===== src/rtl/ddr2_aref.sv =====
// ddr2_aref: DDR2 auto-refresh scheduler; issues precharge-all then AUTO REFRESH on grant.
// Optional macro AREF_POSTPONE_EN: up to 8 postponed refreshes and a registered aref_urgent flag.
module ddr2_aref #(
   parameter int BA_BITS   = 3,
   parameter int ADDR_BITS = 14,
   parameter int tCK       = 5,
   parameter int tREFI     = 7800,
   parameter int tRP       = 20,
   parameter int tRFC      = 130
) (
   input  logic                 clk,
   input  logic                 rst_n,
   input  logic                 init_end,
   input  logic                 aref_en,
   output logic                 aref_req,
   output logic [3:0]           aref_cmd,
   output logic [BA_BITS-1:0]   aref_ba,
   output logic [ADDR_BITS-1:0] aref_addr,
   output logic                 aref_end,
   output logic                 aref_urgent
);

   localparam int REFI_CYC = tREFI / tCK;
   localparam int RP_CYC   = tRP / tCK;
   localparam int RFC_CYC  = tRFC / tCK;
   localparam int CNT_W    = $clog2(REFI_CYC);
   localparam int WAIT_W   = $clog2(RFC_CYC);
`ifdef AREF_POSTPONE_EN
   localparam int PEND_W   = 4;
   localparam int PEND_MAX = 8;
`else
   localparam int PEND_W   = 1;
   localparam int PEND_MAX = 1;
`endif

   localparam logic [2:0] S_IDLE     = 3'd0;
   localparam logic [2:0] S_PRE      = 3'd1;
   localparam logic [2:0] S_WAIT_RP  = 3'd2;
   localparam logic [2:0] S_AREF     = 3'd3;
   localparam logic [2:0] S_WAIT_RFC = 3'd4;
   localparam logic [2:0] S_DONE     = 3'd5;

   localparam logic [3:0] CMD_NOP  = 4'b0111;
   localparam logic [3:0] CMD_PRE  = 4'b0010;
   localparam logic [3:0] CMD_AREF = 4'b0001;

   logic [CNT_W-1:0]     cnt_q, cnt_d;
   logic [PEND_W-1:0]    pend_q, pend_d;
   logic [2:0]           state_q, state_d;
   logic [WAIT_W-1:0]    wait_q, wait_d;
   logic [3:0]           cmd_q, cmd_d;
   logic [ADDR_BITS-1:0] addr_q, addr_d;
   logic                 end_q, end_d;
   logic                 urgent_q, urgent_d;
   logic                 tick;
   logic                 done;

   assign tick = (cnt_q == CNT_W'(REFI_CYC - 1));
   assign done = (state_q == S_DONE);

   always_comb begin
      cnt_d   = cnt_q;
      pend_d  = pend_q;
      state_d = state_q;
      wait_d  = wait_q;
      if (!init_end) begin
         cnt_d   = '0;
         pend_d  = '0;
         state_d = S_IDLE;
         wait_d  = '0;
      end else begin
         cnt_d = tick ? '0 : cnt_q + 1'b1;
         // A tick coinciding with the DONE decrement leaves pending unchanged.
         if (tick && !done) begin
            if (pend_q != PEND_W'(PEND_MAX)) pend_d = pend_q + 1'b1;
         end else if (!tick && done) begin
            pend_d = pend_q - 1'b1;
         end
         case (state_q)
            S_IDLE: begin
               if ((pend_q != '0) && aref_en) state_d = S_PRE;
            end
            S_PRE: begin
               state_d = S_WAIT_RP;
               wait_d  = WAIT_W'(RP_CYC - 2);
            end
            S_WAIT_RP: begin
               if (wait_q == '0) state_d = S_AREF;
               else              wait_d  = wait_q - 1'b1;
            end
            S_AREF: begin
               state_d = S_WAIT_RFC;
               wait_d  = WAIT_W'(RFC_CYC - 2);
            end
            S_WAIT_RFC: begin
               if (wait_q == '0) state_d = S_DONE;
               else              wait_d  = wait_q - 1'b1;
            end
            default: state_d = S_IDLE;
         endcase
      end
   end

   // Command outputs are registered from the state being entered, so they line up with it.
   always_comb begin
      cmd_d  = CMD_NOP;
      addr_d = '0;
      case (state_d)
         S_PRE: begin
            cmd_d      = CMD_PRE;
            addr_d[10] = 1'b1;
         end
         S_AREF:  cmd_d = CMD_AREF;
         default: cmd_d = CMD_NOP;
      endcase
      end_d = (state_d == S_DONE);
`ifdef AREF_POSTPONE_EN
      urgent_d = (pend_d >= PEND_W'(7));
`else
      urgent_d = 1'b0;
`endif
   end

   always_ff @(posedge clk or negedge rst_n) begin
      if (!rst_n) begin
         cnt_q    <= '0;
         pend_q   <= '0;
         state_q  <= S_IDLE;
         wait_q   <= '0;
         cmd_q    <= CMD_NOP;
         addr_q   <= '0;
         end_q    <= 1'b0;
         urgent_q <= 1'b0;
      end else begin
         cnt_q    <= cnt_d;
         pend_q   <= pend_d;
         state_q  <= state_d;
         wait_q   <= wait_d;
         cmd_q    <= cmd_d;
         addr_q   <= addr_d;
         end_q    <= end_d;
         urgent_q <= urgent_d;
      end
   end

   assign aref_req    = (state_q == S_IDLE) && (pend_q != '0);
   assign aref_cmd    = cmd_q;
   assign aref_ba     = '0;
   assign aref_addr   = addr_q;
   assign aref_end    = end_q;
   assign aref_urgent = urgent_q;

endmodule


===== config.mk =====
export PLATFORM = sky130hd
export DESIGN_NAME = ddr2_aref
export DESIGN_NICKNAME = d
export VERILOG_FILES = /design/src/rtl/ddr2_aref.sv
export SDC_FILE = /design/constraint.sdc
export NUM_CORES = 1
export LEC_CHECK = 0
export ABC_AREA = 1
export CAP_MARGIN = 15
export CORE_MARGIN = 3
export CORE_UTILIZATION = 25
export CTS_CLUSTER_SIZE = 40
export DETAILED_ROUTE_END_ITERATION = 7
export DONT_BUFFER_PORTS = 1
export GPL_TIMING_DRIVEN = 1
export PLACE_DENSITY = 0.49
export SYNTH_ARGS = -nofsm -noshare
export SYNTH_HDL_FRONTEND = slang
export SYNTH_SLANG_ARGS = --single-unit

===== constraint.sdc =====
create_clock -name clk -period 1.5 [get_ports clk]
set_clock_uncertainty 0.05 [all_clocks]
set_input_delay 0.225 -clock clk [delete_from_list [all_inputs] [get_ports clk]]
set_output_delay 0.225 -clock clk [all_outputs]
set_load 0.02 [all_outputs]

==> results_dict.tcl <==
set metrics [dict create \
    max_freq_mhz 688 \
    start_util 0.261 \
    clockBufferDepth 2 \
    worstRegToRegCells 9 \
    insertedDiodeCount 0 \
    whs_path_depth 1 \
    grt_start_max_net_pins 26 \
    first_pass_iters 4 \
    cts.sinks 25 \
    synth_top_area_frac 0.355 \
    criticalPathCategory "flip-flop to output port" \
    p_int_w 0.000890 \
    power_frac_seq 0.583 \
    syn_area_um2 1550 \
    peakVddDrop_uv 399 \
    critical_path.n_buffers_inverters 2 \
    cp_cell_sequence "inv_2, nand2_4, nor3_4, buf_6" \
    yosysSeqAreaShare 0.406 \
    yosys.area.top_type "dfrtp_1" \
    worst_r2r_startpoint "state_q[0]" \
    max-cap-violations 0 \
    p_per_area_nw_per_um2 678 \
    boundaryPins 28 \
    finalMaxSlewViolations 0 \
    synth_area_leaders "dfrtp_1 35%, nand2_1 11%, buf_4 8.7%" \
    drive_above_1_share 0.207 \
    drt_iter0_markers 37 \
    cts_tree "built" \
    grt_pass1_wl_um 5360 \
    finish.instance_area_um2 1730 \
    wirelength_um 3110 \
    final.setup.tns_ns 0 \
    place.gp.congestion 0.825 \
    holdCritStartpoint "init_end" \
    antenna_left 0 \
    worstReg2RegEnd "wait_q[1]" \
    pwr-share-comb 0.082 \
    htreeDepth 1 \
    antenna_found_initial 0 \
    overflow 0 \
    area_growth_pct 11.8 \
    place_hpwl_um 2260 \
    rsz0062_at_grt "yes" \
    wl_per_cell_um 10.8 \
    layout.nets 221 \
    cts.clk_slew.worst_paths_ns 0.09 \
    critPathRequiredTime_ns 1.22 \
    regToRegSetupSlack_ns 0.10 \
    root_buffer "clkbuf_8" \
    yosysWarnings 0 \
    avgViaCountPerCell 4.21 \
    ys_seq_elements 25 \
    power_switching_w 0.000286 \
    chipWidth_um 84.8 \
    status "completed" \
    clock_latency_ns 0.26 \
    grt.total_usage 0.0917 \
    port_buffers 0 \
    placed_cell_area_um2 1600 \
    worstPathMaxFanout 3 \
    remaining_drc_errors 0 \
    worst_setup_path_start_kind "flip-flop" \
    fin_crit_ns 1.45 \
    netlist_instances 199 \
    setup_violations 0 \
    fin_crit_sh 0.968 \
    core-area_um2 5960 \
    cts_buffers 3 \
    leakagePower_nw 0.862 \
    worstPathArrival_ns 1.18 \
    synth.distinct_cells 26 \
    first_global_vias 1160 \
    switching_share 0.243 \
    clkPwrFrac 0.336 \
    rows 28 \
    syn_area_per_cell_um2 7.80 \
    die_y_um 84.8 \
    slowest_delay_ns 0.44 \
    vias 1213 \
    critPathTopFamily "flip-flops" \
    min_to "aref_cmd[0]" \
    holdWs_ns 0.0207 \
    worst_path_max_delay_cell "dfrtp_2" \
    worstHoldPathType "primary input to flip-flop" \
    timing_hold_violations_final 0 \
    setup.worst_path.end_class "output port" \
    critical_path_depth 4 \
    die_area_um2 7190 \
]
==> worst max-delay path by stage <==
stage | from | to | slack (ns)
after global routing | state_q[0] | wait_q[1] | -0.02
after detailed placement | wait_q[0] | aref_cmd[2] | 0.09
after global placement | wait_q[0] | aref_cmd[2] | 0.11
after floorplan | cnt_q[0] | cnt_q[10] | 0.06
after CTS | state_q[0] | aref_req | 0.02
final | state_q[0] | aref_req | 0.05
==> cells in the final DEF, fill, tap and decap left out, types with 2 or more instances in the layout <==
| master | netlist | routed |
|---|---|---|
| nor2_1 | 27 | 25 |
| xor2_1 | 6 | 6 |
| nand2_4 | 2 | 3 |
| dfrtp_2 | 0 | 3 |
| nand3_1 | 15 | 15 |
| nor3_1 | 4 | 4 |
| inv_1 | 18 | 17 |
| inv_2 | 6 | 7 |
| buf_4 | 18 | 9 |
| nand2_2 | 5 | 4 |
| nand4_1 | 8 | 8 |
| clkbuf_8 | 1 | 3 |
| a21oi_1 | 3 | 3 |
| dfrtp_1 | 22 | 19 |
| nor3_4 | 1 | 2 |
| nand3_2 | 4 | 4 |
| conb_1 | 1 | 18 |
| ha_1 | 3 | 3 |
| dfstp_2 | 3 | 3 |
| nor2_2 | 1 | 3 |
| nand2_1 | 45 | 45 |
==> flip-flops by register name, indices dropped and copies added (netlist names) <==
register / count
state_q: 3
aref_cmd: 3
wait_q: 5
aref_addr: 1
aref_end: 1
pend_q: 1
cnt_q: 11
==> layer usage <==
metal / up-vias / GRT usage / part of all wire
li1: 612 / - / -
met1: 570 / 0.124 / 0.47
met2: 27 / 0.147 / 0.48
met3: 4 / 0.0108 / 0.037
met4: 0 / 0.0403 / 0.019
met5: - / 0 / 0
==> synthesized netlist by cell type <==
cell      number
nor3_4         1
conb_1         1
o21ai_1        1
a21oi_1        3
nand2_2        5
nand2_4        2
nor3_2         1
clkinv_1       1
dfrtp_1       22
nand4_1        8
dfstp_2        3
nand3_1       15
inv_1         18
buf_4         18
ha_1           3
nand3b_1       1
nand2_1       45
clkbuf_8       1
nand3_2        4
inv_2          6
o21ai_0        1
xor2_1         6
nor2_1        27
nor2_4         1
nor2_2         1
nor3_1         4
==> power groups by stage <==
stage	Combinational [W]	Sequential [W]	Clock [W]
5_1_grt	0.000106	0.000687	0.000445
3_3_place_gp	0.0000737	0.000699	0
3_5_place_dp	0.0000735	0.000699	0
6_report	0.0000959	0.000685	0.000395
4_1_cts	0.0000965	0.000686	0.000418
2_1_floorplan	0.000100	0.000700	0
==> worst reg2reg max path, stage by stage (launching register included) <==
cell,delay (ns)
dfrtp_2,0.44
buf_4,0.14
buf_4,0.14
nand3_1,0.12
nand2_1,0.08
clkinv_1,0.05
nand3_2,0.06
nand2_2,0.13
nand2_1,0.07
nand2_1,0.06
==> per-stage QoR <==
step            util  setup slack (ns)  std cells  power (W)
2_1_floorplan      -            0.0552        216   0.000800
6_report       0.291            0.0474        288    0.00118
4_1_cts        0.285            0.0196        285    0.00120
3_5_place_dp   0.268            0.0924        277   0.000772
3_3_place_gp   0.268             0.114        277   0.000773
5_1_grt        0.291           -0.0190        288    0.00124
==> final cells by class <==
type	count	area [µm²]
well taps	75	93.8
fillers	655	4220
clock buffers	4	45.0
flip-flops and latches	25	633
repair buffers	12	109
inverters	25	93.8
multi-input cells	147	759
==> repair_timing <==
action / in CTS / in global routing
hold buffers: 2 / 0
buffers inserted: 2 / 3
pin swaps: 0 / 1
gates resized for setup: 3 / 6
endpoints found under the hold margin: 25 / 0
endpoints found under the setup margin: 1 / 9
==> kinds of logic after synthesis <==
kind of cell | count (synthesis) | synth area share
fa+ha+maj | 3 | 0.0242
compound gates | 5 | 0.0161
other cells | 1 | 0.00242
xor+xnor | 6 | 0.0339
flops | 25 | 0.406
simple gates | 115 | 0.361
buf+inv | 44 | 0.156
(Power assumes the default switching activity.)
